--- src/rtl/sprite_pkg.sv ---
// Shared types and constants for the sprite compositor.
// Attribute record, mode bit positions and RGB333 field layout.
package sprite_pkg;

    localparam int COORD_W = 10;
    localparam int IMAGE_W = 8;

    localparam int MODE_FLIP_H    = 0;
    localparam int MODE_FLIP_V    = 1;
    localparam int MODE_TRANSPOSE = 2;

    localparam logic [8:0] TRANSPARENT_DEFAULT = 9'b111101110;

    // RGB333: [8:6] red, [5:3] green, [2:0] blue
    localparam int CHANNEL_W = 3;
    localparam int RED_LSB   = 6;
    localparam int GREEN_LSB = 3;
    localparam int BLUE_LSB  = 0;

    typedef struct packed {
        logic [COORD_W-1:0] x;
        logic [COORD_W-1:0] y;
        logic [IMAGE_W-1:0] image;
        logic [2:0]         mode;
        logic               enable;
    } sprite_attr_t;

endpackage

--- src/rtl/sprite_hit_unit.sv ---
// Per-slot bounding-box test and texel address generation.
// Purely combinational; one instance per sprite slot.
module sprite_hit_unit
    import sprite_pkg::*;
#(
    parameter int TILE_SIZE = 32,
    parameter int ADDR_W    = 12
) (
    input  logic [9:0]        h,
    input  logic [9:0]        v,
    input  sprite_attr_t      attr,
    output logic              hit,
    output logic [ADDR_W-1:0] addr
);

    localparam int OFF_W = $clog2(TILE_SIZE);

    logic [10:0]      h_w, v_w, x_lo, y_lo, x_hi, y_hi;
    logic [OFF_W-1:0] dx0, dy0, dx1, dy1, dx, dy;

    // 11-bit compare so X+TILE_SIZE cannot wrap past 1023
    assign h_w  = {1'b0, h};
    assign v_w  = {1'b0, v};
    assign x_lo = {1'b0, attr.x};
    assign y_lo = {1'b0, attr.y};
    assign x_hi = x_lo + 11'(TILE_SIZE);
    assign y_hi = y_lo + 11'(TILE_SIZE);

    assign hit = attr.enable
              && (h_w >= x_lo) && (h_w < x_hi)
              && (v_w >= y_lo) && (v_w < y_hi);

    assign dx0 = OFF_W'(h - attr.x);
    assign dy0 = OFF_W'(v - attr.y);

    assign dx1 = attr.mode[MODE_TRANSPOSE] ? dy0 : dx0;
    assign dy1 = attr.mode[MODE_TRANSPOSE] ? dx0 : dy0;

    // TILE_SIZE-1-d is a bitwise invert for a power-of-two tile
    assign dx = attr.mode[MODE_FLIP_H] ? ~dx1 : dx1;
    assign dy = attr.mode[MODE_FLIP_V] ? ~dy1 : dy1;

    assign addr = ADDR_W'(attr.image) * ADDR_W'(TILE_SIZE * TILE_SIZE)
                + ADDR_W'(dy) * ADDR_W'(TILE_SIZE)
                + ADDR_W'(dx);

endmodule

--- src/rtl/sprite_compositor.sv ---
// Multi-sprite overlay on the background stream, 3-cycle pixel latency.
// Double-buffered attributes, lowest-slot priority, player collision flags.
module sprite_compositor
    import sprite_pkg::*;
#(
    parameter int                 NUM_SPRITES    = 8,
    parameter int                 TILE_SIZE      = 32,
    parameter int                 NUM_IMAGES     = 4,
    parameter int                 PIXEL_W        = 9,
    parameter logic [PIXEL_W-1:0] TRANSPARENT    = TRANSPARENT_DEFAULT,
    parameter int                 H_VISIBLE_AREA = 640,
    parameter int                 V_VISIBLE_AREA = 480
) (
    input  logic                                            i_Clk,
    input  logic                                            i_Rst_N,
    input  logic [9:0]                                      i_H_Counter,
    input  logic [9:0]                                      i_V_Counter,
    input  logic [PIXEL_W-1:0]                              i_Background_Pixel,
    input  logic                                            i_Attr_Wr_En,
    input  logic [$clog2(NUM_SPRITES)-1:0]                  i_Attr_Index,
    input  logic [9:0]                                      i_Attr_X,
    input  logic [9:0]                                      i_Attr_Y,
    input  logic [$clog2(NUM_IMAGES)-1:0]                   i_Attr_Image,
    input  logic [2:0]                                      i_Attr_Mode,
    input  logic                                            i_Attr_Enable,
    output logic [$clog2(NUM_IMAGES*TILE_SIZE*TILE_SIZE)-1:0] o_Rom_Addr,
    input  logic [PIXEL_W-1:0]                              i_Rom_Data,
    output logic [PIXEL_W-1:0]                              o_Pixel,
    output logic [$clog2(NUM_SPRITES):0]                    o_Hit_Index,
    output logic [NUM_SPRITES-1:0]                          o_Collision,
    output logic                                            o_Frame_Commit
);

    localparam int IDX_W  = $clog2(NUM_SPRITES);
    localparam int ADDR_W = $clog2(NUM_IMAGES * TILE_SIZE * TILE_SIZE);

    sprite_attr_t shadow [NUM_SPRITES];
    sprite_attr_t active [NUM_SPRITES];

    logic commit;
    assign commit = (i_H_Counter == 10'd0)
                 && (i_V_Counter == 10'(V_VISIBLE_AREA));

    always_ff @(posedge i_Clk or negedge i_Rst_N) begin
        if (!i_Rst_N) begin
            for (int i = 0; i < NUM_SPRITES; i++) begin
                shadow[i] <= '0;
                active[i] <= '0;
            end
        end else begin
            if (commit) begin
                for (int i = 0; i < NUM_SPRITES; i++) begin
                    active[i] <= shadow[i];
                end
            end
            if (i_Attr_Wr_En && (int'(i_Attr_Index) < NUM_SPRITES)) begin
                shadow[i_Attr_Index] <= '{
                    x:      i_Attr_X,
                    y:      i_Attr_Y,
                    image:  IMAGE_W'(i_Attr_Image),
                    mode:   i_Attr_Mode,
                    enable: i_Attr_Enable
                };
            end
        end
    end

    logic [9:0]         h1, v1;
    logic [PIXEL_W-1:0] bg1;
    logic               vld1;

    always_ff @(posedge i_Clk or negedge i_Rst_N) begin
        if (!i_Rst_N) begin
            h1   <= '0;
            v1   <= '0;
            bg1  <= '0;
            vld1 <= 1'b0;
        end else begin
            h1   <= i_H_Counter;
            v1   <= i_V_Counter;
            bg1  <= i_Background_Pixel;
            vld1 <= 1'b1;
        end
    end

    logic [NUM_SPRITES-1:0] hit;
    logic [ADDR_W-1:0]      slot_addr [NUM_SPRITES];

    for (genvar g = 0; g < NUM_SPRITES; g++) begin : g_hit
        sprite_hit_unit #(
            .TILE_SIZE (TILE_SIZE),
            .ADDR_W    (ADDR_W)
        ) u_hit (
            .h    (h1),
            .v    (v1),
            .attr (active[g]),
            .hit  (hit[g]),
            .addr (slot_addr[g])
        );
    end

    logic              win_found;
    logic [IDX_W-1:0]  win_idx;
    logic [ADDR_W-1:0] win_addr;

    // Walk high to low so the lowest hitting slot is the last assignment
    always_comb begin
        win_found = 1'b0;
        win_idx   = '0;
        win_addr  = '0;
        for (int i = NUM_SPRITES - 1; i >= 0; i--) begin
            if (hit[i]) begin
                win_found = 1'b1;
                win_idx   = IDX_W'(i);
                win_addr  = slot_addr[i];
            end
        end
    end

    logic vis1;
    assign vis1 = vld1
               && (h1 < 10'(H_VISIBLE_AREA))
               && (v1 < 10'(V_VISIBLE_AREA));

    logic               show2, hit2;
    logic [IDX_W-1:0]   idx2;
    logic [PIXEL_W-1:0] bg2;

    always_ff @(posedge i_Clk or negedge i_Rst_N) begin
        if (!i_Rst_N) begin
            o_Rom_Addr <= '0;
            show2      <= 1'b0;
            hit2       <= 1'b0;
            idx2       <= '0;
            bg2        <= '0;
        end else begin
            o_Rom_Addr <= win_addr;
            show2      <= vis1;
            hit2       <= vis1 && win_found;
            idx2       <= win_idx;
            bg2        <= bg1;
        end
    end

    always_ff @(posedge i_Clk or negedge i_Rst_N) begin
        if (!i_Rst_N) begin
            o_Pixel     <= '0;
            o_Hit_Index <= '0;
        end else begin
            if (!show2) begin
                o_Pixel <= '0;
            end else if (hit2 && (i_Rom_Data != TRANSPARENT)) begin
                o_Pixel <= i_Rom_Data;
            end else begin
                o_Pixel <= bg2;
            end
            o_Hit_Index <= hit2 ? {1'b1, idx2} : '0;
        end
    end

    logic [NUM_SPRITES-1:0] sticky, coll_now;

    always_comb begin
        coll_now = '0;
        if (vis1 && hit[0]) begin
            coll_now = hit;
        end
        coll_now[0] = 1'b0;
    end

    always_ff @(posedge i_Clk or negedge i_Rst_N) begin
        if (!i_Rst_N) begin
            sticky         <= '0;
            o_Collision    <= '0;
            o_Frame_Commit <= 1'b0;
        end else begin
            o_Frame_Commit <= commit;
            if (commit) begin
                o_Collision <= sticky | coll_now;
                sticky      <= '0;
            end else begin
                sticky <= sticky | coll_now;
            end
        end
    end

endmodule
--- config.mk ---
export PLATFORM = sky130hd
export DESIGN_NAME = sprite_compositor
export DESIGN_NICKNAME = d
export VERILOG_FILES = /design/src/rtl/sprite_pkg.sv /design/src/rtl/sprite_hit_unit.sv /design/src/rtl/sprite_compositor.sv
export SDC_FILE = /design/constraint.sdc
export NUM_CORES = 1
export LEC_CHECK = 0
export ABC_AREA = 1
export BUFFER_PORTS_ARGS = -buffer_cell sky130_fd_sc_hd__buf_2
export CAP_MARGIN = 10
export CORE_ASPECT_RATIO = 1.25
export CORE_MARGIN = 1.5
export CORE_UTILIZATION = 25
export CTS_CLUSTER_SIZE = 20
export DETAILED_ROUTE_END_ITERATION = 6
export GPL_TIMING_DRIVEN = 0
export MAX_ROUTING_LAYER = met4
export PLACE_DENSITY = 0.5
export SETUP_SLACK_MARGIN = 0.15
export SLEW_MARGIN = 20
export SYNTH_ARGS = -nofsm -noshare
export SYNTH_HDL_FRONTEND = slang
export SYNTH_SLANG_ARGS = --single-unit
--- constraint.sdc ---
create_clock -name i_Clk -period 5.5 [get_ports i_Clk]
set_input_delay 0.275 -clock i_Clk [delete_from_list [all_inputs] [get_ports i_Clk]]
set_output_delay 0.275 -clock i_Clk [all_outputs]
set_load 0.05 [all_outputs]
After elaboration in Yosys (flattened, before gate mapping)
Index checks and enable logic that the tools add are counted.

storage, ports and cells
  bits in registers = 550
  output and inout bits = 34
  logic and storage cells = 302
  bits of input ports = 70

operators by class
  muxes and demuxes = 64
  magnitude comparators = 36
  add/subtract/negate cells = 48
  reductions and logical operators = 40
  bitwise gates (word level) = 18
  equal/unequal tests = 2

operator list
  cell                                                         number
  bitwise mux 256 bit                                          1
  adder 10 x 6 -> 11 bit, second input constant                16
  less-than comparator 10 x 11 -> 1 bit                        16
  greater-or-equal comparator 10 bit                           16
  2-to-1 mux 5 bit                                             32
  adder 12 x 10 -> 12 bit                                      8
  adder 12 x 5 -> 12 bit                                       8
  demux 32 bit (select 3 bit)                                  1
  2-to-1 mux 12 bit                                            8
  inverter 5 bit                                               16
  subtractor 5 bit                                             16
  logical AND 1 bit                                            39
  2-to-1 mux 32 bit                                            1
  2-to-1 mux 3 bit                                             8
  2-to-1 mux 9 bit                                             2
  2-to-1 mux 8 bit                                             2
  == test 10 x 9 -> 1 bit, second input constant               1
  logical NOT 10 bit                                           1
  less-than comparator 10 bit, second input constant           1
  less-than comparator 10 x 9 -> 1 bit, second input constant  1
  != test 9 bit, second input constant                         1
  2-to-1 mux 1 bit                                             8
  bitwise OR 8 bit                                             1
  greater-or-equal comparator 4 bit, second input constant     1
  3 further kinds                                              3

Logic depth before layout (Yosys ltp)
Gate-level depths: netlist of the first run.

  depth after elaboration = 14
  depth in mapped cells = 23
  depth with buffers taken out = 22

By module
Synthesis of the first run repeated with hierarchy kept, for this count alone.

unflattened totals
  cell total of the unflattened synthesis = 3,986
  area total of the unflattened synthesis = 30,347.9 um2

modules (own cells, without submodules)
  module                                 area an instance (um2)  cells each  seq. area each (um2)  times used
  sprite_compositor                      18,895.6                2,056       12,512.0              1
  sprite_hit_unit at g_hit[0].u_hit ...  1,448.9                 243         0.0                   3
  sprite_hit_unit at g_hit[3].u_hit ...  1,413.9                 240         0.0                   3
  sprite_hit_unit at g_hit[7].u_hit      1,432.6                 237         0.0                   1
  sprite_hit_unit at g_hit[2].u_hit      1,431.4                 244         0.0                   1

Worst setup path before layout of the first run
Ideal clock, no wire load.

  kind = reg-to-reg
  from = reg active[91] in the netlist's numbering
  to = reg o_Rom_Addr[9]
  period minus slack after synthesis = 2,476 ps
  path slack = 3,024 ps
  library setup time = 116 ps
  buffers on the path = 1
  cell stages (with the launch flop) = 22
  arrival = 2,359 ps
  cells stage by stage = dfrtp_1 -> ha_1 -> inv_1 -> ha_1 -> inv_1 -> or2_2 -> o21a_1 -> nor2_1 -> nor2_1 -> nand2_1 -> nor2_4 -> nand3_4 -> inv_4 -> buf_8 -> nand2_1 -> nand3_1 -> nand3_1 -> nand2_1 -> nand2_1 -> nand2_1 -> nand2_1 -> nand2_1

between the ends
  word-level cells in the longest chain between the ends = 11
  elaborated cells on any way between the ends = 13
  classes of those cells = 1 x add/sub; 2 x order compare; 6 x mux; 4 x reduce/logical

RTL lines
  what                                                                                 line                                          text
  from (decl)                                                                          sprite_compositor.sv:38                       sprite_attr_t active [NUM_SPRITES];
  from (signal, indexed assignment)                                                    sprite_compositor.sv:53                       active[i] <= shadow[i];
  adder 10 x 6 -> 11 bit / greater-or-equal comparator 10 bit (equally long branches)  sprite_hit_unit.sv:26, sprite_hit_unit.sv:30
  less-than comparator 10 x 11 -> 1 bit / logical AND 1 bit (equally long branches)    sprite_hit_unit.sv:30                         && (h_w >= x_lo) && (h_w < x_hi)
  logical AND 1 bit *                                                                  sprite_hit_unit.sv:30
  logical AND 1 bit * (2 in series)                                                    sprite_hit_unit.sv:31                         && (v_w >= y_lo) && (v_w < y_hi);
  2-to-1 mux 12 bit * (6 in series)                                                    sprite_compositor.sv:112                      if (hit[i]) begin
  via win_addr[9]                                                                      sprite_compositor.sv:104                      logic [ADDR_W-1:0] win_addr;
  to (signal assigned)                                                                 sprite_compositor.sv:137                      o_Rom_Addr <= win_addr;
  to (decl)                                                                            sprite_compositor.sv:26                       output logic [$clog2(NUM_IMAGES*TILE_SIZE*TILE_SIZE)-1:0] o_Rom_Addr,

Mark *: on every way through the listed nets, which the timed path passes. The rest lies on a longest branch.
A chain may end at the register's enable or synchronous reset.

Final worst setup path of the first run
  from = reg v1[0]
  to = reg o_Rom_Addr[7]

between the ends
  word-level cells in the longest chain between the ends = 14
  elaborated cells on any way between the ends = 112
  classes of those cells = 24 x add/sub; 16 x order compare; 40 x mux; 16 x bitwise; 16 x reduce/logical

RTL lines
  what                             line                      text
  from (decl)                      sprite_compositor.sv:68   logic [9:0] h1, v1;
  from (signal assigned)           sprite_compositor.sv:80   v1 <= i_V_Counter;
  subtractor 5 bit                 sprite_hit_unit.sv:34     assign dy0 = OFF_W'(v - attr.y);
  2-to-1 mux 5 bit                 sprite_hit_unit.sv:37     assign dy1 = attr.mode[MODE_TRANSPOSE] ? dx0 : dy0;
  inverter 5 bit                   sprite_hit_unit.sv:41     assign dy = attr.mode[MODE_FLIP_V] ? ~dy1 : dy1;
  2-to-1 mux 5 bit                 sprite_hit_unit.sv:41
  adder 12 x 10 -> 12 bit          sprite_hit_unit.sv:44     + ADDR_W'(dy) * ADDR_W'(TILE_SIZE)
  adder 12 x 5 -> 12 bit           sprite_hit_unit.sv:45     + ADDR_W'(dx);
  2-to-1 mux 12 bit (7 in series)  sprite_compositor.sv:112
  2-to-1 mux 12 bit *              sprite_compositor.sv:112
  via win_addr[7]                  sprite_compositor.sv:104

Marked as above.

==> insert_results.sql, run 1 <==
INSERT INTO impl_metrics (metric_group, metric, value, unit) VALUES
('floorplanning', 'die_height', '382', 'um'),
('worst_setup_path', 'endpoint_kind', 'flop', ''),
('logic_synthesis', 'yosysWarningCount', '0', ''),
('cts', 'clk-insertion-delay-late', '0.64', 'ns'),
('floorplanning', 'row_count', '138', ''),
('logic_synthesis', 'yosys_register_bits', '500', ''),
('worst_setup_path', 'reg2reg_from', 'v1[0]$_DFF_PN0_', ''),
('detailed_routing', 'wl', '104000', 'um'),
('logic_synthesis', 'synth_async_sr_flop_share', '100', '%'),
('layout', 'area_growth', '18.6', '%'),
('worst_setup_path', 'critPathMaxStageDelay', '0.73', 'ns'),
('floorplanning', 'fp.dieArea', '0.117', 'sq mm'),
('global_routing', 'overflow', '0', ''),
('worst_setup_path', 'crit_path_max_fanout', '10', ''),
('pwr', 'p_leak', '16.9', 'nW'),
('cts', 'cts_buffers', '57', ''),
('detailed_routing', 'dr_wl_met3', '4740', 'um'),
('sta', 'worst_case_headroom_to_the_max_slew_limit', '17.1', '%'),
('detailed_routing', 'first_pass_drt_iterations', '6', ''),
('detailed_routing', 'avgRoutedWirePerCell', '19.8', 'um'),
('cts', 'cts-hold-fix-buffers', '65', ''),
('pwr', 'irDropWorstVdd', '0.286', 'mV'),
('detailed_routing', 'dr_total_vias', '24400', ''),
('global_routing', 'grt_first_pass_wirelength', '156000', 'um'),
('cts', 'cts.clk_slew.worst_paths', '0.06', 'ns'),
('logic_synthesis', 'yosys.area.top_type', 'sky130_fd_sc_hd__dfrtp_1', ''),
('sta', 'final.min_clock_period', '3.92', 'ns'),
('worst_setup_path', 'r2r-end', 'o_Rom_Addr[7]$_DFF_PN0_', ''),
('logic_synthesis', 'post_synth.cell_area_avg', '8.19', 'sq um'),
('sta', 'finalHoldWorstSlack', '0.0873', 'ns'),
('cts', 'clock-sinks', '500', ''),
('worst_setup_path', 'required_time_of_the_critical_path', '6.05', 'ns'),
('sta', 'slew_viol_final', '0', ''),
('global_routing', 'grt_usage', '18.4', '%'),
('worst_setup_path', 'timing.reg2reg.setup_slack', '1.58', 'ns'),
('logic_synthesis', 'yosys-top-cells-area', 'sky130_fd_sc_hd__dfrtp_1 (44%), sky130_fd_sc_hd__nand2_1 (13%), sky130_fd_sc_hd__ha_1 (11%)', ''),
('worst_setup_path', 'worst_ep_arrival_time', '4.47', 'ns'),
('detailed_routing', 'routed.top_layer', 'met4', ''),
('logic_synthesis', 'post_synth_num_cell_types', '55', ''),
('hold_path', 'hold_path_class', 'input port to asynchronous set/reset pin', ''),
('sta', 'final.period_utilization', '71.2', '%'),
('sta', 'grt_setup_unrepaired', 'false', ''),
('logic_synthesis', 'postSynth.topFlopCell', 'sky130_fd_sc_hd__dfrtp_1', ''),
('cts', 'clockBufferDepth', '3', ''),
('cts', 'cts_setup_buffers', '0', ''),
('worst_setup_path', 'crit_path_start_kind', 'flop', ''),
('place', 'gp_congestion', '0.934', ''),
('logic_synthesis', 'synthesis.area', '0.0288', 'sq mm'),
('sta', 'setup_viol_count_final', '0', ''),
('sta', 'final-hold-violation-count', '0', ''),
('detailed_routing', 'antenna_violating_nets_post_route', '0', ''),
('layout', 'fin_nets', '4094', ''),
('global_routing', 'antenna_found_initial', '15', ''),
('logic_synthesis', 'sequential_element_share_of_the_synthesized_area', '43.5', '%'),
('detailed_routing', 'wirelength_met1', '45200', 'um'),
('cts', 'cts_resized', '0', ''),
('logic_synthesis', 'synth_edf_count', '0', ''),
('floorplanning', 'floorplan.initialDensity', '25.3', '%'),
('sta', 'max_slew.worst_pin.slew', '1.24', 'ns'),
('sta', 'skew', '0.0282', 'ns'),
('cts', 'cts_tree', 'yes', ''),
('pwr', 'finalPower', '9.15', 'mW'),
('worst_setup_path', 'critPathSlowestCell', 'sky130_fd_sc_hd__inv_1', ''),
('worst_setup_path', 'critical_path.cell_chain', 'inv_1 -> ha_1 -> inv_1 -> fa_1 -> nand3_1 -> nand4_1 -> nand4_2 -> buf_4 -> nand2_2 -> or2_1 -> nand3_1 -> nand3_1 -> nand3_1 -> nand2_1 -> nand2_1 -> nand2_1 -> nand2_1', ''),
('floorplanning', 'num_io_pins', '104', ''),
('pwr', 'power_density', '268', 'mW/mm^2'),
('detailed_routing', 'drt_iter0_markers', '1744', ''),
('cts', 'cts_max_level', '2', ''),
('layout', 'layout-drive-gt1-share', '8.01', '%'),
('status', 'status', 'complete, no violations', ''),
('detailed_routing', 'met2_wirelength', '49900', 'um');
-- worst max-delay path by stage --
stage	startpoint	end	slack, ns	cells past startpoint
after floorplan	active[91]$_DFFE_PN0P_	o_Rom_Addr[9]$_DFF_PN0_	3.02	21
after global placement	i_Rst_N	o_Rom_Addr[4]$_DFF_PN0_	-6.88	1
after detailed placement	h1[0]$_DFF_PN0_	o_Rom_Addr[7]$_DFF_PN0_	1.62	21
after CTS	h1[0]$_DFF_PN0_	o_Rom_Addr[7]$_DFF_PN0_	1.62	21
after global routing	h1[0]$_DFF_PN0_	o_Rom_Addr[7]$_DFF_PN0_	1.47	21
final	v1[0]$_DFF_PN0_	o_Rom_Addr[7]$_DFF_PN0_	1.58	17
-- worst max-delay path, delay by kind of cell (launching register included) --
| kind | cells | cell delay, ns |
|---|---|---|
| buf+inv | 3 | 0.98 |
| simple gates | 12 | 1.75 |
| fa+ha+maj | 2 | 0.71 |
| flops | 1 | 0.36 |
-- stage by stage --
step                util [%]  instance area, sq um  setup TNS, ns  cells  setup WS (ns)
CTS                     30.0                 34100              0   5265           1.62
floorplan                  -                 28800              0   3512           3.02
detailed placement      27.7                 31500              0   5098           1.62
global placement        27.4                 31100       -3369.75   5084          -6.88
finish                  30.0                 34100              0   5277           1.58
global route            30.0                 34100              0   5274           1.47
-- registers in the layout, summed over array words and instances, names as in the netlist --
signal / flops
o_Rom_Addr: 12
v1: 10
active: 208
o_Frame_Commit: 1
show2: 1
o_Collision: 7
idx2: 3
shadow: 208
h1: 10
bg1: 9
vld1: 1
hit2: 1
o_Pixel: 9
o_Hit_Index: 4
sticky: 7
bg2: 9
-- cells in the final DEF, fill, tap and decap left out, drive strengths merged, types with 3 or more instances in the layout --
cell,count
o21a,14
o21ai,529
or2,7
dfrtp,500
xnor2,29
diode,12
clkbuf,165
nor3,23
nor4,10
o31ai,4
a211oi,10
bufinv,5
dlygate4sd3,65
xor2,126
o2111ai,6
and2,4
nor2,147
nand3,133
nand3b,7
o21bai,5
a21o,3
a21oi,145
buf,156
nand2,965
fa,16
ha,256
clkinv,17
nand4,29
o211ai,6
inv,395
and3,3
-- layout make-up --
class	count	area, sq um
fill	12200	79500
multi-input combinational	2490	14200
sequential	500	12500
tap	1470	1840
clock buffer	78	1680
timing repair buffer	181	1500
inverter	395	1490
buffer	127	577
clock inverter	24	279
antenna	12	30.0
-- synth_stat cells (all sizes together), types with 40 or more instances --
library cell	n
buf	40
nand2	965
a21oi	145
inv	393
ha	256
dfrtp	500
o21ai	529
clkbuf	87
nand3	133
nor2	147
xor2	126
-- logic make-up after synthesis --
kind of cell	after synthesis	synth area share, %
AO/OA/AOI/OAI	729	13.3
XOR/XNOR	155	4.72
adder cells (fa/ha/maj)	272	12.3
buffers and inverters	522	7.17
flip-flops	500	43.5
other	2	0.0261
AND/OR/NAND/NOR	1332	19.0
-- report_power, final --
part | switching, mW | internal (mW)
Sequential | 0.212 | 3.99
Combinational | 0.587 | 0.326
Clock | 1.68 | 2.36
-- routing by layer --
layer,global-route usage [%],vias to the layer above
li1,-,11900
met1,22.4,11800
met2,30.7,548
met3,2.35,166
met4,7.52,0
met5,-,-
(Power assumes the default switching activity.)
==> run 2: changes to the inputs <==
- ABC_AREA: 1 -> 0
- clock period: 5.5 -> 3.7 ns (I/O delays scaled with it)
==> run 2 against run 1 <==
  * The flow now finishes with violations (design-rule violations)
  * Register-to-register slack got worse by 1.5 ns
  * Non-clock buffer count unchanged
  * Total power grew 49%
  * Clock power is 45% higher
  * Combinational power up 62%
  * Die area is 2.8% lower
  * Routed wire length down 12%
  * Critical path type unchanged
  * Largest cell class unchanged
  * Largest power group unchanged
==> insert_results.sql, run 2 <==
INSERT INTO impl_metrics (metric_group, metric, value, unit) VALUES
('hold_path', 'hold_path_class', 'input port to asynchronous set/reset pin', ''),
('sta', 'slew_viol_final', '0', ''),
('layout', 'fin_nets', '3200', ''),
('logic_synthesis', 'yosys-top-cells-area', 'sky130_fd_sc_hd__dfrtp_1 (45%), sky130_fd_sc_hd__ha_1 (11%), sky130_fd_sc_hd__mux2_2 (11%)', ''),
('global_routing', 'number_of_global_route_vias_before_repair', '20900', ''),
('logic_synthesis', 'synth_edf_count', '0', ''),
('floorplanning', 'fp.dieArea', '0.114', 'sq mm'),
('detailed_routing', 'wl', '91900', 'um'),
('logic_synthesis', 'sequential_element_share_of_the_synthesized_area', '44.8', '%'),
('place', 'io_buffers', '98', ''),
('pwr', 'clock_share_of_power', '42.9', '%'),
('cts', 'cts_tree', 'yes', ''),
('run', 'max_cap_viol_count', '0', ''),
('logic_synthesis', 'yosys.area.top_type_share', '44.8', '%'),
('logic_synthesis', 'postSynth.topFlopCell', 'sky130_fd_sc_hd__dfrtp_1', ''),
('detailed_routing', 'dr_wl_met3', '3340', 'um'),
('floorplanning', 'die_height', '377', 'um'),
('pwr', 'irDropWorstVdd', '0.296', 'mV'),
('floorplanning', 'floorplan.initialDensity', '25.3', '%'),
('cts', 'clockBufferDepth', '3', ''),
('logic_synthesis', 'yosysMostFrequentCell', 'sky130_fd_sc_hd__dfrtp_1', ''),
('global_routing', 'grt_first_pass_wirelength', '136000', 'um'),
('layout', 'layout.cells.most_common_list', 'sky130_fd_sc_hd__dfrtp_1 (481), sky130_fd_sc_hd__mux2_2 (267), sky130_fd_sc_hd__ha_1 (250)', ''),
('sta', 'setup-tns-final', '0', 'ns'),
('logic_synthesis', 'post_synth_num_cell_types', '75', ''),
('place', 'placement.setup.worst_slack', '-1.13', 'ns'),
('floorplanning', 'fp.dieW', '302', 'um'),
('pwr', 'p_sw_share', '25.1', '%'),
('layout', 'n_fill_cell', '11300', ''),
('logic_synthesis', 'yosysWarningCount', '0', ''),
('place', 'dpl.hpwl', '67500', 'um'),
('cts', 'clock-root-buffer', 'sky130_fd_sc_hd__clkbuf_16', ''),
('worst_setup_path', 'worst_ep_arrival_time', '4.10', 'ns'),
('sta', 'setup_slack', '0.0823', 'ns'),
('worst_setup_path', 'endpoint_kind', 'flop', ''),
('logic_synthesis', 'yosys_register_bits', '500', ''),
('pwr', 'p_leak', '15.5', 'nW'),
('floorplanning', 'num_io_pins', '104', ''),
('layout', 'area_growth', '22.2', '%'),
('cts', 'clock-sinks', '500', ''),
('status', 'status', 'complete, but fails checks', ''),
('layout', 'post-route-cell-area', '0.0341', 'sq mm'),
('layout', 'layout-drive-gt1-share', '22.6', '%'),
('sta', 'final.min_clock_period', '3.62', 'ns'),
('status', 'violations', 'design-rule violations', ''),
('global_routing', 'overflow', '0', ''),
('detailed_routing', 'wirelength_met1', '41200', 'um'),
('detailed_routing', 'routed.top_layer', 'met4', ''),
('detailed_routing', 'met2_wirelength', '44500', 'um'),
('detailed_routing', 'drt_iter0_markers', '1198', ''),
('detailed_routing', 'avgRoutedWirePerCell', '21.1', 'um'),
('logic_synthesis', 'mappedNetlistNets', '2935', ''),
('global_routing', 'grt_usage', '16.6', '%'),
('layout', 'biggestRegsByFlops', 'active (208), shadow (208), o_Rom_Addr (12)', ''),
('logic_synthesis', 'post_synth.cell_area_avg', '10.8', 'sq um'),
('place', 'place_area', '0.0305', 'sq mm'),
('sta', 'max_slew.worst_pin.slew', '1.16', 'ns'),
('sta', 'skew', '0.0246', 'ns'),
('logic_synthesis', 'yosys.area.top_type', 'sky130_fd_sc_hd__dfrtp_1', ''),
('place', 'gp_congestion', '0.904', ''),
('cts', 'cts.clk_slew.worst_paths', '0.06', 'ns'),
('sta', 'final.period_utilization', '97.8', '%'),
('pwr', 'sequentialPowerShare', '46.3', '%'),
('pwr', 'share_comb_of_total_power', '10.8', '%'),
('worst_setup_path', 'required_time_of_the_critical_path', '4.18', 'ns'),
('sta', 'setup_viol_count_final', '0', ''),
('detailed_routing', 'antenna_violating_nets_post_route', '0', ''),
('logic_synthesis', 'synth_async_sr_flop_share', '100', '%'),
('worst_setup_path', 'r2r_cells', '13', ''),
('worst_setup_path', 'timing.reg2reg.setup_slack', '0.08', 'ns'),
('worst_setup_path', 'crit_path_max_fanout', '5', ''),
('logic_synthesis', 'synthesis.area', '0.0279', 'sq mm'),
('detailed_routing', 'dr_total_vias', '20500', ''),
('worst_setup_path', 'crit_path_start_kind', 'flop', ''),
('layout', 'commonest_non_fill_non_tap_cell_in_the_layout', 'sky130_fd_sc_hd__dfrtp_1', ''),
('detailed_routing', 'drc_errors', '32', ''),
('sta', 'worst_case_headroom_to_the_max_slew_limit', '22.5', '%'),
('sta', 'grt_setup_unrepaired', 'true', ''),
('pwr', 'p_int', '10.2', 'mW'),
('global_routing', 'antenna_found_initial', '6', ''),
('logic_synthesis', 'synth_common_cells', 'sky130_fd_sc_hd__dfrtp_1 (500), sky130_fd_sc_hd__mux2_2 (267), sky130_fd_sc_hd__ha_1 (256)', ''),
('detailed_routing', 'vias_per_cell', '4.70', ''),
('logic_synthesis', 'postSynthCellCount', '2593', ''),
('sta', 'final-hold-violation-count', '0', ''),
('cts', 'cts_buffers', '55', ''),
('global_routing', 'grt_start_max_net_pins', '93', ''),
('worst_setup_path', 'critPathKind', 'flop to flop', ''),
('pwr', 'power_switching', '3.43', 'mW'),
('sta', 'clock.fmax', '276', 'MHz'),
('cts', 'clk-insertion-delay-late', '0.63', 'ns'),
('pwr', 'power_density', '400', 'mW/mm^2'),
('cts', 'cts_max_level', '2', ''),
('detailed_routing', 'first_pass_drt_iterations', '7', ''),
('floorplanning', 'row_count', '136', ''),
('floorplanning', 'std_cell_core_area', '0.110', 'sq mm');
==> run 2: cell types whose count changed after synthesis, sizes merged, moves of 71 or more <==
cell   previous run  this run
mux2              0       267
nand2           965       207
xnor2            29       115
xor2            126        51
o21ai           529       213
nand3           133        58
inv             393       195
mux2i             0        71
==> run 2: power by group through the flow <==
stage               sequential, mW  clock (mW)  combinational, mW
floorplan                     6.30           0              0.877
global placement              6.42           0               1.31
detailed placement            6.43           0               1.36
CTS                           6.31        6.01               1.48
global route                  6.38        6.22               1.63
finish                        6.32        5.86               1.48
==> run 2: through the flow <==
stage / hold slack [ns] / power [mW] / util (%) / std cells
final: 0.0897 / 13.7 / 30.9 / 4357
after global routing: 0.0741 / 14.2 / 30.9 / 4355
after CTS: 0.0548 / 13.8 / 30.7 / 4342
after detailed placement: 0.147 / 7.79 / 27.6 / 4149
after global placement: 0.294 / 7.73 / 27.4 / 4140
after floorplan: -0.111 / 7.18 / - / 2593
==> run 2: per-layer routing <==
layer  vias to the layer above  global-route usage (%)
li1                       9716                       -
met1                     10300                    20.8
met3                       120                    2.12
met2                       323                    27.9
met5                         -                       -
met4                         0                    4.71
==> run 2: timing repair <==
item | CTS | global route
setup buffers | 50 | 8
cloned | 0 | 0
setup endpoints to repair | 30 | 29
hold endpoints to repair | 339 | 0
resized for setup | 141 | 38
hold buffers | 44 | 0
pin swaps | 40 | 31
==> run 2: kinds of logic (layout without fill, tap and decap cells) <==
family          count (synthesis)  after routing  synth area share [%]
compound gates                549            549                  12.2
flops                         500            500                  44.8
simple gates                  470            470                  7.88
mux                           338            338                  13.3
buf+inv                       296            604                  4.01
fa+ha+maj                     272            272                  12.6
xor+xnor                      166            166                  5.20
other cells                     2              9                0.0269
==> run 2: worst paths after layout <==
check,startpoint,to
worst min-delay path,i_Rst_N,bg2[0]$_DFF_PN0_
worst max-delay path,h1[2]$_DFF_PN0_,o_Rom_Addr[3]$_DFF_PN0_
worst min register to register,bg1[2]$_DFF_PN0_,bg2[2]$_DFF_PN0_
min in group i_Clk,i_Attr_X[2],shadow[216]$_DFFE_PN0P_
worst max register to register,h1[2]$_DFF_PN0_,o_Rom_Addr[3]$_DFF_PN0_
max in group asynchronous,i_Rst_N,shadow[94]$_DFFE_PN0P_
==> run 2: cell type report <==
cell class | instances | area, sq um | share of cell area [%]
Antenna cell | 7 | 17.5 | 0.0513
Buffer | 99 | 420 | 1.23
Clock buffer | 83 | 1690 | 4.96
Clock inverter | 17 | 225 | 0.660
Inverter | 196 | 744 | 2.18
Multi-Input combinational cell | 1797 | 15000 | 44.0
Sequential cell | 500 | 12600 | 36.8
Tap cell | 1449 | 1810 | 5.31
Timing Repair Buffer | 209 | 1640 | 4.81
==> run 2: worst max-delay path: stages (launching register included) <==
cell and delay, ns:
sky130_fd_sc_hd__dfrtp_4 0.58, sky130_fd_sc_hd__ha_4 0.35, sky130_fd_sc_hd__nand4_1 0.15, sky130_fd_sc_hd__a311oi_4 0.39
sky130_fd_sc_hd__a2111oi_4 0.11, sky130_fd_sc_hd__or3_4 0.39, sky130_fd_sc_hd__nor4_4 0.15, sky130_fd_sc_hd__buf_6 0.15
sky130_fd_sc_hd__nor3_4 0.05, sky130_fd_sc_hd__buf_6 0.14, sky130_fd_sc_hd__buf_6 0.12, sky130_fd_sc_hd__a221o_1 0.37
sky130_fd_sc_hd__a221oi_4 0.39, sky130_fd_sc_hd__o21ai_4 0.12
